[config.mk]
export PLATFORM = sky130hd
export DESIGN_NAME = nand_cmd_sequencer
export DESIGN_NICKNAME = d
export VERILOG_FILES = /design/src/rtl/nand_cmd_sequencer.sv
export SDC_FILE = /design/constraint.sdc
export NUM_CORES = 1
export LEC_CHECK = 0
export CAP_MARGIN = 20
export CORE_MARGIN = 2
export CORE_UTILIZATION = 47
export CTS_CLUSTER_SIZE = 28
export DETAILED_ROUTE_END_ITERATION = 12
export GPL_TIMING_DRIVEN = 0
export PLACE_DENSITY = 0.85
export REMOVE_ABC_BUFFERS = 1
export SLEW_MARGIN = 20
export SYNTH_ARGS = -nofsm -noshare
export SYNTH_HDL_FRONTEND = slang
export SYNTH_SLANG_ARGS = --single-unit
[constraint.sdc]
create_clock -name CLK -period 3 [get_ports CLK]
set_input_delay 0.45 -clock CLK [delete_from_list [all_inputs] [get_ports CLK]]
set_output_delay 0.45 -clock CLK [all_outputs]
set_load 0.05 [all_outputs]
[src/rtl/nand_cmd_sequencer.sv]
// rtl/nand_cmd_sequencer.sv - NAND CMD/ADDR latch sequencer with R/B# wait; `RB_TIMEOUT_EN adds a busy-wait timeout
module nand_cmd_sequencer #(
  parameter int NUM_CE     = 8,
  parameter int T_WP       = 2,
  parameter int T_WH       = 2,
  parameter int T_WB       = 10,
  parameter int RB_TIMEOUT = 1000000
) (
  input  logic              CLK,
  input  logic              RST_N,
  input  logic              req_valid,
  output logic              req_ready,
  input  logic [2:0]        req_ce,
  input  logic [7:0]        req_cmd0,
  input  logic [2:0]        req_naddr,
  input  logic [39:0]       req_addr,
  input  logic              req_cmd1_en,
  input  logic [7:0]        req_cmd1,
  input  logic              req_wait_rb,
  output logic              done_valid,
  output logic              done_err,
  output logic [NUM_CE-1:0] nand_cen,
  output logic              nand_cle,
  output logic              nand_ale,
  output logic              nand_wen,
  output logic [7:0]        nand_dq_o,
  output logic              nand_dq_oe,
  input  logic [NUM_CE-1:0] nand_rb
);

  typedef enum logic [2:0] {
    IDLE    = 3'd0,
    CMD0    = 3'd1,
    ADDR    = 3'd2,
    CMD1    = 3'd3,
    WAIT_WB = 3'd4,
    WAIT_RB = 3'd5,
    DONE    = 3'd6
  } state_t;

  state_t            state;
  state_t            nxt_latch;
  logic              phase;       // 0: WE# low part of a latch cycle, 1: WE# high part
  logic [15:0]       cnt;
  logic [2:0]        addr_left;   // address bytes still to send after the current one
  logic [39:0]       addr_sh;     // next address byte always sits in [7:0]
  logic              cmd1_en_q;
  logic [7:0]        cmd1_q;
  logic              wait_rb_q;
  logic              rb_s1;
  logic              rb_s2;
  logic              rb_sel;
  logic [NUM_CE-1:0] cen_sel;
  logic              bad_ce;
  logic [2:0]        naddr_clamp;
  logic              latch_end;
`ifdef RB_TIMEOUT_EN
  logic [31:0]       to_cnt;
`endif

  assign req_ready = (state == IDLE);
  // Only the selected CE is low while waiting, so masking R/B# with it picks that die's line.
  assign rb_sel    = |(nand_rb & ~nand_cen);
  assign latch_end = phase && (cnt == 16'(T_WH - 1));

  // Decode the incoming request: CE one-hot (active low), range check, address count clamp.
  always_comb begin
    cen_sel = '1;
    for (int i = 0; i < NUM_CE; i++) begin
      if (int'(req_ce) == i) cen_sel[i] = 1'b0;
    end
    bad_ce      = (int'(req_ce) >= NUM_CE);
    naddr_clamp = (req_naddr > 3'd5) ? 3'd5 : req_naddr;
  end

  // Choose where to go once the current latch cycle finishes.
  always_comb begin
    if ((state == CMD0 || state == ADDR) && addr_left != 3'd0) nxt_latch = ADDR;
    else if (state != CMD1 && cmd1_en_q)                         nxt_latch = CMD1;
    else if (wait_rb_q)                                          nxt_latch = WAIT_WB;
    else                                                         nxt_latch = DONE;
  end

  // Main sequencer: state, request capture and all registered bus outputs.
  always_ff @(posedge CLK or negedge RST_N) begin
    if (!RST_N) begin
      state      <= IDLE;
      phase      <= 1'b0;
      cnt        <= '0;
      addr_left  <= '0;
      addr_sh    <= '0;
      cmd1_en_q  <= 1'b0;
      cmd1_q     <= '0;
      wait_rb_q  <= 1'b0;
      nand_cen   <= '1;
      nand_cle   <= 1'b0;
      nand_ale   <= 1'b0;
      nand_wen   <= 1'b1;
      nand_dq_o  <= '0;
      nand_dq_oe <= 1'b0;
      done_valid <= 1'b0;
      done_err   <= 1'b0;
`ifdef RB_TIMEOUT_EN
      to_cnt     <= '0;
`endif
    end else begin
      case (state)
        IDLE: begin
          if (req_valid) begin
            cmd1_en_q <= req_cmd1_en;
            cmd1_q    <= req_cmd1;
            wait_rb_q <= req_wait_rb;
            addr_sh   <= req_addr;
            addr_left <= naddr_clamp;
            cnt       <= '0;
            phase     <= 1'b0;
            if (bad_ce) begin
              // Nonexistent die: finish immediately without touching the bus.
              state      <= DONE;
              done_valid <= 1'b1;
              done_err   <= 1'b1;
            end else begin
              state      <= CMD0;
              nand_cen   <= cen_sel;
              nand_cle   <= 1'b1;
              nand_ale   <= 1'b0;
              nand_dq_o  <= req_cmd0;
              nand_dq_oe <= 1'b1;
              nand_wen   <= 1'b0;
            end
          end
        end
        CMD0, ADDR, CMD1: begin
          if (!phase) begin
            if (cnt == 16'(T_WP - 1)) begin
              phase    <= 1'b1;
              cnt      <= '0;
              nand_wen <= 1'b1;
            end else begin
              cnt <= cnt + 16'd1;
            end
          end else if (!latch_end) begin
            cnt <= cnt + 16'd1;
          end else begin
            state <= nxt_latch;
            phase <= 1'b0;
            cnt   <= '0;
            case (nxt_latch)
              ADDR: begin
                nand_wen  <= 1'b0;
                nand_cle  <= 1'b0;
                nand_ale  <= 1'b1;
                nand_dq_o <= addr_sh[7:0];
                addr_sh   <= addr_sh >> 8;
                addr_left <= addr_left - 3'd1;
              end
              CMD1: begin
                nand_wen  <= 1'b0;
                nand_cle  <= 1'b1;
                nand_ale  <= 1'b0;
                nand_dq_o <= cmd1_q;
              end
              default: begin
                nand_cle   <= 1'b0;
                nand_ale   <= 1'b0;
                nand_dq_o  <= '0;
                nand_dq_oe <= 1'b0;
                if (nxt_latch == DONE) begin
                  done_valid <= 1'b1;
                  done_err   <= 1'b0;
                end
              end
            endcase
          end
        end
        WAIT_WB: begin
          if (cnt == 16'(T_WB - 1)) begin
            state <= WAIT_RB;
            cnt   <= '0;
`ifdef RB_TIMEOUT_EN
            to_cnt <= '0;
`endif
          end else begin
            cnt <= cnt + 16'd1;
          end
        end
        WAIT_RB: begin
          if (rb_s2) begin
            state      <= DONE;
            done_valid <= 1'b1;
            done_err   <= 1'b0;
          end
`ifdef RB_TIMEOUT_EN
          else if (to_cnt == 32'(RB_TIMEOUT - 1)) begin
            state      <= DONE;
            done_valid <= 1'b1;
            done_err   <= 1'b1;
          end else begin
            to_cnt <= to_cnt + 32'd1;
          end
`endif
        end
        DONE: begin
          state      <= IDLE;
          done_valid <= 1'b0;
          done_err   <= 1'b0;
          nand_cen   <= '1;
        end
        default: state <= IDLE;
      endcase
    end
  end

  // R/B# synchronizer, held clear outside WAIT_RB so a stale ready level never completes early.
  always_ff @(posedge CLK or negedge RST_N) begin
    if (!RST_N) begin
      rb_s1 <= 1'b0;
      rb_s2 <= 1'b0;
    end else if (state == WAIT_RB) begin
      rb_s1 <= rb_sel;
      rb_s2 <= rb_s1;
    end else begin
      rb_s1 <= 1'b0;
      rb_s2 <= 1'b0;
    end
  end

endmodule

== Word level (Yosys, flattened, before mapping) ==
Index checks and enable logic that the tools add are counted.

* $add $sub $neg: 2
* Magnitude comparators: 1
* Equal/unequal tests: 30
* Multiplexer cells: 78
* Bitwise gates (word level): 2
* Reduce and logical (&&, ||, !) cells: 24

{| class="wikitable"
|+ Operator list
! operator !! count
|-
| $mux W40 || 4
|-
| $mux W16 || 5
|-
| $pmux W40 S2 || 1
|-
| $pmux W16 S3 || 1
|-
| $pmux W8 S2 || 3
|-
| $mux W1 || 38
|-
| $mux W3 || 12
|-
| $mux W8 || 4
|-
| $eq A3 B3 Y1 const B || 8
|-
| $reduce_and A5 Y1 || 4
|-
| $eq A3 B2 Y1 const B || 6
|-
| $add A16 B1 Y16 const B || 1
|-
| $eq A16 B1 Y1 const B || 1
|-
| $eq A16 B4 Y1 const B || 1
|-
| $ne A2 B2 Y1 const B || 8
|-
| $pmux W3 S4 || 1
|-
| $pmux W1 S2 || 5
|-
| $ne A3 B3 Y1 const B || 3
|-
| $reduce_bool A3 Y1 || 3
|-
| $and A8 B8 Y8 || 1
|-
| $not A8 Y8 || 1
|-
| $reduce_and A2 Y1 || 4
|-
| $reduce_or A8 Y1 || 1
|-
| $eq A3 B1 Y1 const B || 2
|-
| other kinds (14) || 19
|}

* Register bits: 97
* Word-level logic and storage cells: 155

== Logic depth before layout (Yosys ltp) ==
* Word-level depth: 10
* Depth in mapped cells: 14

== Worst setup path before layout ==
OpenSTA, ideal clock, no wires.

* Path kind: reg-to-reg
* From: register cnt[1]
* To: register addr_sh[10]
* Setup time: 0.130 ns
* Arrival time: 2.709 ns
* Required time: 2.870 ns
* Setup slack: 0.161 ns
* Stages on the path, launching flop included: 14
* Clock period less this slack: 2.839 ns
* Path through: dfrtp_1 -> inv_1 -> ha_1 -> or4b_1 -> or4_1 -> inv_1 -> ha_1 -> o211ai_1 -> a21o_1 -> buf_2 -> nor2_4 -> buf_4 -> buf_2 -> a31oi_1

* Cells in the longest elaborated chain, start to end: 4

{| class="wikitable"
|+ RTL lines
! item !! RTL line !! source
|-
| from (decl) || 44 || <nowiki>logic [15:0] cnt;</nowiki>
|-
| from (signal assigned) || 140 || <nowiki>cnt <= cnt + 16'd1;</nowiki>
|-
| from (signal assigned) || 143 || <nowiki>cnt <= cnt + 16'd1;</nowiki>
|-
| from (signal assigned) || 184 || <nowiki>cnt <= cnt + 16'd1;</nowiki>
|-
| $eq A16 B1 Y1 || 64 || <nowiki>assign latch_end = phase && (cnt == 16'(T_WH - 1));</nowiki>
|-
| $logic_and A1 B1 Y1 || 64 ||
|-
| $ne A2 B2 Y1 (no line) || n/a ||
|-
| $reduce_and A5 Y1 (no line) || n/a ||
|-
| to (signal assigned) || 113 || <nowiki>addr_sh <= req_addr;</nowiki>
|-
| to (signal assigned) || 154 || <nowiki>addr_sh <= addr_sh >> 8;</nowiki>
|-
| to (decl) || 46 || <nowiki>logic [39:0] addr_sh;</nowiki>
|}

No other way between the ends.
A chain may end at the register's enable or synchronous reset.

== Final worst setup path ==
* From: register cnt[1]
* To: register addr_sh[9]

The elaborated chain is that of the path after synthesis.

==> flow_summary.ini <==
[global_routing]
grt_start_max_net_pins = 56
grt.total_usage_pct = 23.1
first_global_vias = 4389
grt_overflow = 0
antenna_violations_before_repair = 0
global_route_wire_length_before_repair_um = 21100

[synthesis]
yosys.area.top_type = dfrtp_1
dominantRegCellSynth = dfrtp_1
synthDominantCellAreaShare_pct = 44.3
edff_count_synth = 0
instance_count_of_the_mapped_netlist = 536
yosysWarnings = 0
yosys_register_bits = 96
seq_area_frac_synth_pct = 49.1
synth.cell_area_sq_mm = 0.00491
synth-async-reset-ratio_pct = 100
ys_top_cells_by_area = dfrtp_1, nand2_1, nor2_1, dfstp_2, a31oi_1
synth_common_cells = nand2_1, dfrtp_1, nor2_1, a31oi_1
synth.distinct_cells = 63
postSynthAreaPerCell_sq_um = 9.16
post-synth-top-count-cell = nand2_1

[clocking]
max-clock-path-buffers = 2
cts_made_buffers = 9
cts_htree_levels = 3
cts_num_sinks = 96
cts_tree = yes
clk_pin_slew_ps = 100
cts_root_buf = clkbuf_8
worstSkewPairLatency_ps = 360

[timing]
max-slew-margin-rel_pct = 31.5
worstMarginPinSlew_ps = 1020
worst_clock_skew_ps = 12.1
fmax_mhz = 332
setup_viol_count_final = 1
setup_ws_ps = -14.7
fin_hold_ws_ps = 487
maxSlewViolCount = 0
final.period_utilization_pct = 100
period_minus_slack_ps = 3010
hold_viol_final = 0

[place]
final_gp_congestion = 0.859
numPortBuffers = 96
detailedPlace.worstSlack_ps = -724
dp.final_hpwl_um = 7950

[floorplanning]
die_area_sq_mm = 0.0113
fp-row-count = 37
floorplan.io_pins = 98
placeableCoreArea_sq_mm = 0.0102
floorplan.initialDensity_pct = 48.0
dieWidth_um = 106
floorplan.die.height_um = 106

[routing]
firstDrtPassIters = 6
post_drt_via_cell_ratio = 5.80
routed_wirelength_um = 12900
routed_wire_length_per_instance_um = 16.7
first_iter_violations = 446
dr_total_vias = 4477
post-route-drc-count = 0
antenna_left = 0

[finish]
final_core_util_pct = 62.7
antenna_cells = 0
fin_nets = 713
fillCellCount = 785
flow.area_growth_from_synthesis_pct = 30.5
drive_above_1_share_pct = 13.4

[power_and_ir_drop]
total_power_mw = 2.38
power-per-cell-area_mw_per_mm2 = 372
ir_worst_vdd_mv = 0.245
static_leakage_nw = 2.75

[setup_path]
type_of_the_worst_setup_path = reg2reg
worst_ep_required_time_ps = 3270
worst-r2r-setup-slack_ps = -10
critical_r2r_capture = addr_sh[9]
worst-endpoint-arrival_ps = 3280
rr_worst_depth = 12
crit_end = addr_sh[9]
critical_path.startpoint_type = flop
crit_path_max_fanout = 13
crit-reg2reg-launch = cnt[1]
worstSetupEndpointType = flop
worst_setup_path_startpoint = cnt[1]

[hold_path]
hold_path_class = reg2reg

[flow_run]
max_cap_viol_count = 0

[run_status]
run_status = complete, but fails checks
violations = negative setup slack
## area by class of cell
type	instances	area, sq um	area share [%]
Inverter	20	75.1	1.17
Timing Repair Buffer	117	1210	18.9
Multi-Input combinational cell	387	2330	36.3
Clock buffer	11	151	2.36
Clock inverter	5	60.1	0.937
Tap cell	136	170	2.65
Sequential cell	96	2420	37.7
## layout by cell type (no fill, tap or decap), types with 6 or more instances in the layout
cell type,n
o31ai_1,10
a22o_1,9
o21ai_0,13
nor3_1,11
nor2_1,68
a21o_1,8
a22oi_1,7
dfstp_2,9
nand2_1,99
nand3_1,7
buf_4,14
clkdlybuf4s50_1,95
ha_1,6
mux2_2,10
inv_1,18
clkbuf_8,11
dfrtp_1,85
a21oi_1,19
a31oi_1,37
## repair_timing
action                     4_1_cts  5_1_grt
setup buffers                    6       11
hold endpoints to repair         5        0
pin swaps                        2        4
setup endpoints to repair       47       54
gates resized for setup         10        9
hold buffers                     1        0
gates cloned                     3        0
## through the flow
step | TNS [ps] | instance area, sq um | std cells
floorplan | -13850 | 4730 | 501
CTS | 0 | 6340 | 763
global placement | -238640 | 5860 | 733
finish | -14.7 | 6410 | 772
global route | -1280 | 6410 | 772
detailed placement | -22270 | 5990 | 737
## metal layers
layer / share of wire (%) / up-vias / global-route usage, %
li1: - / 2079 / -
met4: 2.2 / 0 / 8.27
met5: 0 / - / 0
met1: 41 / 2154 / 30.4
met2: 51 / 205 / 38.6
met3: 5.8 / 39 / 3.99
## logic make-up (layout without fill, tap and decap cells)
| family | after synthesis | in the layout | share of synthesized area [%] |
|---|---|---|---|
| AO/OA/AOI/OAI | 135 | 136 | 19.2 |
| flip-flops | 96 | 96 | 49.1 |
| XOR/XNOR | 3 | 3 | 0.535 |
| other | 1 | 1 | 0.0764 |
| adder cells (fa/ha/maj) | 8 | 8 | 1.99 |
| buffers and inverters | 55 | 153 | 5.20 |
| multiplexers | 11 | 11 | 2.50 |
| AND/OR/NAND/NOR | 227 | 228 | 21.4 |
## state kept, by name, summed over array words and instances (netlist names)
| signal | count |
|---|---|
| nand_cle | 1 |
| nand_dq_o | 8 |
| nand_dq_oe | 1 |
| wait_rb_q | 1 |
| nand_ale | 1 |
| nand_wen | 1 |
| cmd1_q | 8 |
| nand_cen | 8 |
| cmd1_en_q | 1 |
| phase | 1 |
| addr_sh | 40 |
| done_valid | 1 |
| rb_s2 | 1 |
| state | 3 |
| addr_left | 3 |
| rb_s1 | 1 |
| cnt | 16 |
## power by group
| group | switching (mW) | leakage, nW | internal, mW |
|---|---|---|---|
| clock | 0.467 | 0.108 | 0.436 |
| combinational | 0.0750 | 1.58 | 0.104 |
| sequential | 0.00291 | 1.06 | 1.30 |
## worst max-delay path, cell delays in order (launching register included)
cell,delay [ps]
dfrtp_1,410
inv_2,60
ha_1,160
or4b_4,460
or4_4,450
inv_2,90
ha_4,130
o211ai_1,180
a21o_4,300
nor2_4,180
buf_4,240
nor2_1,70
a31oi_1,200
## worst min-delay path by stage
stage | start | endpoint | cells after the start
finish | nand_dq_o[2] | nand_dq_o[2] | 2
detailed placement | RST_N | addr_sh[36] | 1
CTS | nand_dq_o[2] | nand_dq_o[2] | 2
global placement | nand_dq_o[7] | nand_dq_o[7] | 2
global route | nand_dq_o[2] | nand_dq_o[2] | 2
floorplan | RST_N | addr_left[0] | 0
Note: power is estimated with default switching activity, not from simulation.
